$ cat src/rtl/bs_pkg.sv
// -----------------------------------------------------------------------------
// bs_pkg
// Shared types and constants for the Black-Scholes result framer.
//   FRAME_BYTES    : bytes per serialized result frame (hdr, index, 4 result)
//   FRAME_HDR_DEF  : default first byte of every frame
//   framer_state_t : framer FSM state encoding
//   bs_word_t      : one 32-bit pricing result
//   idx_width()    : width of a core index for n cores (at least 1 bit)
// -----------------------------------------------------------------------------
package bs_pkg;

  localparam int         FRAME_BYTES   = 6;
  localparam logic [7:0] FRAME_HDR_DEF = 8'hA5;

  typedef enum logic {IDLE, SEND} framer_state_t;

  typedef logic [31:0] bs_word_t;

  function automatic int idx_width(input int n);
    return (n > 1) ? $clog2(n) : 1;
  endfunction

endpackage

$ cat src/rtl/bs_result_framer_rr_arbiter.sv
// -----------------------------------------------------------------------------
// rr_arbiter
// Purely combinational round-robin picker. Scans req starting at ptr and
// wrapping modulo N; the first set bit wins. The caller owns ptr and advances
// it after each grant.
// Ports:
//   req       : N-bit request vector
//   ptr       : index where the scan starts (must be < N)
//   grant_idx : index of the winning request (0 when none)
//   grant_any : at least one request is set
// -----------------------------------------------------------------------------
module rr_arbiter
  import bs_pkg::*;
#(
  parameter  int N  = 2,
  localparam int IW = idx_width(N)
) (
  input  logic [N-1:0]  req,
  input  logic [IW-1:0] ptr,
  output logic [IW-1:0] grant_idx,
  output logic          grant_any
);

  // Walk the offsets from farthest to nearest so the closest request to ptr
  // is the last assignment and therefore the winner.
  always_comb begin : scan
    int idx;
    idx       = 0;
    grant_idx = '0;
    grant_any = 1'b0;
    for (int k = N - 1; k >= 0; k--) begin
      idx = int'(ptr) + k;
      if (idx >= N) idx = idx - N;
      if (req[IW'(idx)]) begin
        grant_idx = IW'(idx);
        grant_any = 1'b1;
      end
    end
  end

endmodule

$ cat src/rtl/bs_result_framer.sv
// -----------------------------------------------------------------------------
// bs_result_framer
// Captures 32-bit results from BSMODS Black-Scholes cores on their ap_done
// pulses, grants pending results round-robin and serializes each one as a
// 6-byte frame onto a UART TX byte stream:
//   FRAME_HDR, core index, result[31:24], [23:16], [15:8], [7:0]
// Ports:
//   clock      : sole clock, rising edge
//   reset      : asynchronous, active-low
//   BS_DONE    : per-core ap_done pulse
//   ap_return  : per-core result, core i at [32*i +: 32], valid with BS_DONE[i]
//   tx_data    : byte to the UART TX FIFO
//   tx_valid   : tx_data is valid
//   tx_ready   : UART accepts the byte on tx_valid && tx_ready
//   result_ack : one-cycle pulse when core i's result enters the serializer
//   overrun    : sticky, core i finished while its previous result was pending
//   dbg_state  : current framer FSM state
//
// Handshake: a byte moves on a rising edge where tx_valid && tx_ready. Once
// tx_valid is raised it stays high until the last byte of the frame has been
// accepted, and tx_data holds its value on every edge without a handshake.
// All outputs are registered; tx_ready only steers next-state logic.
// -----------------------------------------------------------------------------
module bs_result_framer
  import bs_pkg::*;
#(
  parameter int         BSMODS    = 2,
  parameter logic [7:0] FRAME_HDR = FRAME_HDR_DEF
) (
  input  logic                  clock,
  input  logic                  reset,
  input  logic [BSMODS-1:0]     BS_DONE,
  input  logic [BSMODS*32-1:0]  ap_return,
  output logic [7:0]            tx_data,
  output logic                  tx_valid,
  input  logic                  tx_ready,
  output logic [BSMODS-1:0]     result_ack,
  output logic [BSMODS-1:0]     overrun,
  output framer_state_t         dbg_state
);

  localparam int         IW        = idx_width(BSMODS);
  localparam logic [2:0] LAST_BYTE = 3'(FRAME_BYTES - 1);

  // Per-core capture state
  bs_word_t            cap_q [BSMODS];
  logic [BSMODS-1:0]   pend_q;
  logic [BSMODS-1:0]   overrun_q;

  // Serializer state
  framer_state_t       state_q;
  logic [2:0]          byte_cnt_q;
  logic [39:0]         frame_q;      // bytes 1..5 still to be presented
  logic [7:0]          tx_data_q;
  logic                tx_valid_q;
  logic [BSMODS-1:0]   ack_q;
  logic [IW-1:0]       ptr_q;

  // Arbitration and next-state helpers
  logic [IW-1:0]       grant_idx;
  logic                grant_any;
  logic                load;
  logic [BSMODS-1:0]   load_vec;
  logic [7:0]          grant_byte;
  bs_word_t            grant_word;
  logic [IW-1:0]       ptr_d;
  logic                hs;

  rr_arbiter #(.N(BSMODS)) u_arb (
    .req       (pend_q),
    .ptr       (ptr_q),
    .grant_idx (grant_idx),
    .grant_any (grant_any)
  );

  always_comb begin
    load       = (state_q == IDLE) && grant_any;
    load_vec   = '0;
    if (load) load_vec[grant_idx] = 1'b1;
    grant_byte = '0;
    grant_byte[IW-1:0] = grant_idx;
    grant_word = cap_q[grant_idx];
    ptr_d      = (grant_idx == IW'(BSMODS - 1)) ? '0 : grant_idx + IW'(1);
    hs         = tx_valid_q && tx_ready;
  end

  // Capture: a core may deliver a new result on the very edge its old one is
  // loaded into the serializer. The load reads the old cap value this edge,
  // so the new one is accepted and the core stays pending without overrun.
  always_ff @(posedge clock or negedge reset) begin
    if (!reset) begin
      pend_q    <= '0;
      overrun_q <= '0;
      for (int i = 0; i < BSMODS; i++) cap_q[i] <= '0;
    end else begin
      for (int i = 0; i < BSMODS; i++) begin
        if (BS_DONE[i] && (!pend_q[i] || load_vec[i])) begin
          cap_q[i]  <= ap_return[i*32 +: 32];
          pend_q[i] <= 1'b1;
        end else if (load_vec[i]) begin
          pend_q[i] <= 1'b0;
        end
        if (BS_DONE[i] && pend_q[i] && !load_vec[i]) overrun_q[i] <= 1'b1;
      end
    end
  end

  // Framer FSM with registered outputs. The header byte is presented directly
  // on load; the remaining five bytes shift out of frame_q MSB first.
  always_ff @(posedge clock or negedge reset) begin
    if (!reset) begin
      state_q    <= IDLE;
      byte_cnt_q <= '0;
      frame_q    <= '0;
      tx_data_q  <= '0;
      tx_valid_q <= 1'b0;
      ack_q      <= '0;
      ptr_q      <= '0;
    end else begin
      ack_q <= load_vec;
      case (state_q)
        IDLE: begin
          if (load) begin
            frame_q    <= {grant_byte, grant_word};
            tx_data_q  <= FRAME_HDR;
            tx_valid_q <= 1'b1;
            byte_cnt_q <= '0;
            ptr_q      <= ptr_d;
            state_q    <= SEND;
          end
        end
        SEND: begin
          if (hs) begin
            if (byte_cnt_q == LAST_BYTE) begin
              tx_valid_q <= 1'b0;
              state_q    <= IDLE;
            end else begin
              tx_data_q  <= frame_q[39:32];
              frame_q    <= {frame_q[31:0], 8'h00};
              byte_cnt_q <= byte_cnt_q + 3'd1;
            end
          end
        end
      endcase
    end
  end

  assign tx_data    = tx_data_q;
  assign tx_valid   = tx_valid_q;
  assign result_ack = ack_q;
  assign overrun    = overrun_q;
  assign dbg_state  = state_q;

endmodule

$ cat config.mk
export PLATFORM = sky130hd
export DESIGN_NAME = bs_result_framer
export DESIGN_NICKNAME = d
export VERILOG_FILES = /design/src/rtl/bs_pkg.sv /design/src/rtl/bs_result_framer_rr_arbiter.sv /design/src/rtl/bs_result_framer.sv
export SDC_FILE = /design/constraint.sdc
export NUM_CORES = 1
export LEC_CHECK = 0
export ABC_AREA = 1
export BUFFER_PORTS_ARGS = -buffer_cell sky130_fd_sc_hd__buf_2
export CAP_MARGIN = 0
export CELL_PAD_IN_SITES_DETAIL_PLACEMENT = 0
export CELL_PAD_IN_SITES_GLOBAL_PLACEMENT = 1
export CORE_MARGIN = 5
export CORE_UTILIZATION = 44
export CTS_BUF_LIST = sky130_fd_sc_hd__clkbuf_8
export DETAILED_ROUTE_END_ITERATION = 6
export GPL_TIMING_DRIVEN = 0
export PLACE_DENSITY_LB_ADDON = 0.2
export SLEW_MARGIN = 20
export SYNTH_ARGS = -nofsm -noshare
export SYNTH_HDL_FRONTEND = slang
export SYNTH_SLANG_ARGS = --single-unit
export TNS_END_PERCENT = 10
$ cat constraint.sdc
create_clock -name clock -period 1.8 [get_ports clock]
set_input_delay 0.36 -clock clock [delete_from_list [all_inputs] [get_ports clock]]
set_output_delay 0.36 -clock clock [all_outputs]
set_load 0.02 [all_outputs]
* Yosys cells after proc, flatten, opt, wreduce, memory -nomap -nowiden
Cells that the tools add are included.
** Operators by class
- Equality and inequality tests :: 5
- Reduce and logical (&&, ||, !) cells :: 20
- $add $sub $neg :: 5
- Order comparisons :: 7
- Bitwise logic cells :: 2
- Muxes and demuxes :: 41
** Operators by type and width (number)
- 40-bit 2-to-1 mux :: 3
- 32-bit 2-to-1 mux :: 3
- 40-bit one-hot mux with 2 select lines :: 1
- 8-bit 2-to-1 mux :: 3
- 1-bit 2-to-1 mux :: 22
- 8-bit one-hot mux with 2 select lines :: 1
- 1-bit logical AND :: 9
- 3-bit 2-to-1 mux :: 3
- 1-bit by 3-bit < comparator with 1-bit output, second input constant :: 2
- 3-bit one-hot mux with 2 select lines :: 1
- 3-bit AND reduction :: 2
- 2-bit >= comparator, second input constant :: 2
- 1-bit zero test :: 4
- 2-bit by 1-bit inequality test with 1-bit output, second input constant :: 2
- 2-bit inequality test, second input constant :: 2
- 1-bit one-hot mux with 2 select lines :: 2
- 2-bit nonzero test :: 2
- 3-bit by 1-bit adder with 3-bit output, second input constant :: 1
- 3-bit equality test, second input constant :: 1
- 1-bit by 1-bit adder with 2-bit output, second input constant :: 1
- 1-bit by 2-bit >= comparator with 1-bit output, second input constant :: 1
- 1-bit logical OR :: 2
- 1-bit by 2-bit < comparator with 1-bit output, second input constant :: 1
- 2-bit 2-to-1 mux :: 1
- 7 further kinds :: 8
** Word-level totals
- Output and inout bits :: 14
- Word-level logic and storage cells :: 93
- Bits in registers :: 124

* Logic depth before layout (Yosys ltp)
- Depth in word-level cells :: 16
- Gate-level depth with buffers :: 8
- Gate-level depth less buffers :: 7

* Hierarchy
Synthesis repeated with hierarchy kept, for this count alone.
** Unflattened totals
- Cells, all modules :: 778
- Area total of the unflattened synthesis :: 5854.4 µm²
** By module, submodules not included
- bs_result_framer :: instances 1, area an instance 5839.4 µm², sequential area each 3103.0 µm², cells an instance 775
- rr_arbiter :: instances 1, area an instance 15.0 µm², sequential area each 0.0 µm², cells an instance 3

* Worst setup path before layout
Ideal clock, no wire load.
- Kind :: register to register
- From :: reg state_q, in the netlist dbg_state
- To :: reg frame_q[32]
- Cell stages (with the launch flop) :: 9
- Slack :: 0.455 ns
- Clock period less this slack :: 1.345 ns
- Arrival time :: 1.220 ns
- Setup time :: 0.125 ns
- Path buffers :: 4
- Cells stage by stage :: dfrtp_1 > buf_6 > inv_4 > buf_6 > nand2_4 > buf_6 > buf_6 > nand3_1 > nand3_1
** Between the ends
- Cells in the longest elaborated chain, start to end :: 4
** RTL lines
- from (decl) :: RTL line bs_result_framer.sv:51 : framer_state_t state_q;
- from (signal assigned) :: RTL line bs_result_framer.sv:112 : state_q <= IDLE;
- from (signal assigned) :: RTL line bs_result_framer.sv:129 : state_q <= SEND;
- from (signal assigned) :: RTL line bs_result_framer.sv:136 : state_q <= IDLE;
- 1-bit NOT (no source line)
- 1-bit logical AND :: RTL line bs_result_framer.sv:77 : load = (state_q == IDLE) && grant_any;
- 2-bit inequality test (no source line)
- 3-bit AND reduction (no source line)
- to (signal assigned) :: RTL line bs_result_framer.sv:124 : frame_q <= {grant_byte, grant_word};
- to (signal assigned) :: RTL line bs_result_framer.sv:139 : frame_q <= {frame_q[31:0], 8'h00};
- to (decl) :: RTL line bs_result_framer.sv:53 : logic [39:0] frame_q;
Several ways; a longest one is shown, not always the timed one.
A chain may end at the register's enable or synchronous reset.

* Final worst setup path
- From :: reg state_q, in the netlist dbg_state
- To :: reg cap_q[62] (netlist name)
** Between the ends
- Cells in the longest elaborated chain, start to end :: 5
** RTL lines
- 1-bit NOT (no source line)
- 1-bit logical AND :: RTL line bs_result_framer.sv:77
- 2-bit 2-to-1 mux :: RTL line bs_result_framer.sv:79 : if (load) load_vec[grant_idx] = 1'b1;
- 1-bit logical OR :: RTL line bs_result_framer.sv:97 : if (BS_DONE[i] && (!pend_q[i] || load_vec[i])) begin
- 1-bit logical AND :: RTL line bs_result_framer.sv:97
- to (signal, indexed assignment) :: RTL line bs_result_framer.sv:98 : cap_q[i] <= ap_return[i*32 +: 32];
- to (decl) :: RTL line bs_result_framer.sv:46 : bs_word_t cap_q [BSMODS];
No other way between the ends.

==> results.sh <==
export IMPL_ys_types=22
export IMPL_cts_hold_buf=1
export IMPL_io_buffers=80
export IMPL_grt_pass1_vias=5223
export IMPL_drc=0
export IMPL_path_common_cell="nand2_1"
export IMPL_grt_max_degree=78
export IMPL_path_cells="buf_6, o21ai_4, nand2_1, buf_2, nand2_1, nand2_1"
export IMPL_cts_reportedPaths_clkPinSlew_ps=70
export IMPL_avgSynthCellArea_um2=7.89
export IMPL_cts_buffers=17
export IMPL_tns_ps=0
export IMPL_critPathLaunchType="flip-flop"
export IMPL_cpPeakStageDelay_ps=400
export IMPL_htree_levels=4
export IMPL_overflow=0
export IMPL_grt_first_pass_wirelength_mm=25.4
export IMPL_drv_slew=0
export IMPL_final_min_clock_period_ps=1600
export IMPL_min_path_type="input pin to flip-flop"
export IMPL_ctsResizeCount=0
export IMPL_num_fill_cells=1336
export IMPL_p_leak_nw=3.87
export IMPL_dp_cells=996
export IMPL_dp_hpwl_mm=10.9
export IMPL_routed_wl_mm=14.9
export IMPL_fin_cells=1029
export IMPL_antenna_found_initial=0
export IMPL_insertion_delay_ps=450
export IMPL_cap_violations=0
export IMPL_boundaryPins=83
export IMPL_via_per_inst=4.91
export IMPL_gp_congestion=0.850
export IMPL_grtUsageTotal=0.202
export IMPL_rsz0062_at_grt="false"
export IMPL_dr_pass1_iters=5
export IMPL_worst_setup_path_end_kind="flip-flop"
export IMPL_cts_root_buf="clkbuf_8"
export IMPL_yosys_warnings=0
export IMPL_nNetsFinal=911
export IMPL_ys_seq_elements=124
export IMPL_layout_drive_gt1_share=0.183
export IMPL_via_count=5052
export IMPL_p_per_area_nw_per_um2=1680
export IMPL_worst_pin_slew_ps=727
export IMPL_post_dp_cell_area_um2=6480
export IMPL_design_area_um2=6930
export IMPL_post_drt_wl_per_cell_um=14.5
export IMPL_die_h_um=125
export IMPL_num_rows=42
export IMPL_cp_arrival_ps=1940
export IMPL_worstSetupPathType="flip-flop to flip-flop"
export IMPL_critPathRequiredTime_ps=2140
export IMPL_diodes=0
export IMPL_area_growth_syn_to_layout_pct=18.8
export IMPL_cts_tree="built"
export IMPL_post_cts_setup_buffers=0
export IMPL_skew_ps=10.1
export IMPL_die_area_um2=15700
export IMPL_drtIter0Drc=358
export IMPL_setup_viol_count_final=0
export IMPL_status="finished, final reports clean"
export IMPL_seq_area_frac_synth=0.532
export IMPL_syn_num_nets=810
export IMPL_netlist_instances=739
export IMPL_ant_nets=0
export IMPL_slowest_stage="dfrtp_1"
export IMPL_coreArea_um2=13100
export IMPL_start_util=0.444
export IMPL_fmax_mhz=625
export IMPL_fin_crit_sh=0.889
export IMPL_hold_viol=0
export IMPL_relSlewSlack=0.515
export IMPL_ir_worst_vdd_mv=0.633
export IMPL_clock_sinks=124
export IMPL_cp_max_fo=10
export IMPL_synth_cell_area_um2=5830
export IMPL_ctsLongestPathBuffers=2
export IMPL_die_w_um=125
-- area by class of cell --
type	count	area, um2	area share
Buffer	52	305	0.0441
Clock buffer	23	317	0.0457
Clock inverter	9	118	0.0170
Inverter	58	220	0.0318
Multi-Input combinational cell	505	2200	0.318
Sequential cell	124	3100	0.448
Tap cell	176	220	0.0318
Timing Repair Buffer	82	444	0.0641
-- final timing paths --
check                              startpoint   endpoint  slack [ps]  depth (start not counted)
worst max-delay path                dbg_state  cap_q[62]         200                          6
worst min-delay path            ap_return[52]  cap_q[20]         130                          3
worst max register to register      dbg_state  cap_q[62]         200                          6
worst min register to register      cap_q[12]  cap_q[12]         470                          2
max in group asynchronous               reset  cap_q[34]         570                          3
min in group asynchronous               reset  cap_q[60]         530                          2
-- state kept, by name, indices dropped and copies added (netlist names), 2 cells and up --
name,count
frame_q,40
cap_q,64
result_ack,2
byte_cnt_q,3
tx_data,8
pend_q,2
overrun,2
-- routing by layer --
layer	up-vias	wire (um)	GRT usage
met5	-	0	0
met2	111	7020	0.326
met3	24	620	0.0499
li1	2527	-	-
met4	0	311	0.0740
met1	2390	6940	0.266
-- cells by family (layout without fill, tap and decap cells) --
family,Yosys count,in the layout,share of synthesized area
simple gates,477,477,0.347
flops,124,124,0.532
xor+xnor,2,2,0.00301
buf+inv,110,224,0.0902
fa+ha+maj,2,2,0.00429
compound gates,24,24,0.0234
-- per-stage QoR --
stage / worst slack, ps / power, W / hold WS, ps / utilization
2_1_floorplan: 455 / 0.00766 / 64.4 / -
3_3_place_gp: -1220 / 0.00892 / 453 / 0.491
3_5_place_dp: 209 / 0.00905 / 446 / 0.494
4_1_cts: 195 / 0.0117 / 111 / 0.527
5_1_grt: 101 / 0.0126 / 126 / 0.527
6_report: 200 / 0.0116 / 133 / 0.527
-- synth_stat cells (all sizes together) --
master	count	share of area
nand2	296	0.19
nand3	165	0.14
dfrtp	124	0.53
inv	58	0.038
buf	39	0.044
nor2	16	0.011
clkbuf	13	0.0084
o21ai	12	0.012
a21oi	10	0.0086
ha	2	0.0043
o21bai	2	0.0026
xnor2	2	0.0030
-- cell usage in the layout, fill, tap and decap left out, drive strengths merged --
cell type,instances
ha,2
clkinvlp,1
nand3,165
inv,62
xnor2,2
buf,120
dlygate4sd3,1
clkinv,1
nor2,16
bufinv,3
o21bai,2
nand2,296
o21ai,12
a21oi,10
dfrtp,124
clkbuf,36
-- where the power goes --
part	switching (W)	internal [W]
logic	0.00291	0.00156
registers	0.000593	0.00390
clock network	0.00108	0.00157
-- critical path, delay by kind of cell (launching register included) --
| family | cells | cell delay (ps) |
|---|---|---|
| flops | 1 | 400 |
| buf+inv | 2 | 400 |
| simple gates | 3 | 360 |
| compound gates | 1 | 310 |
(Power assumes the default switching activity.)
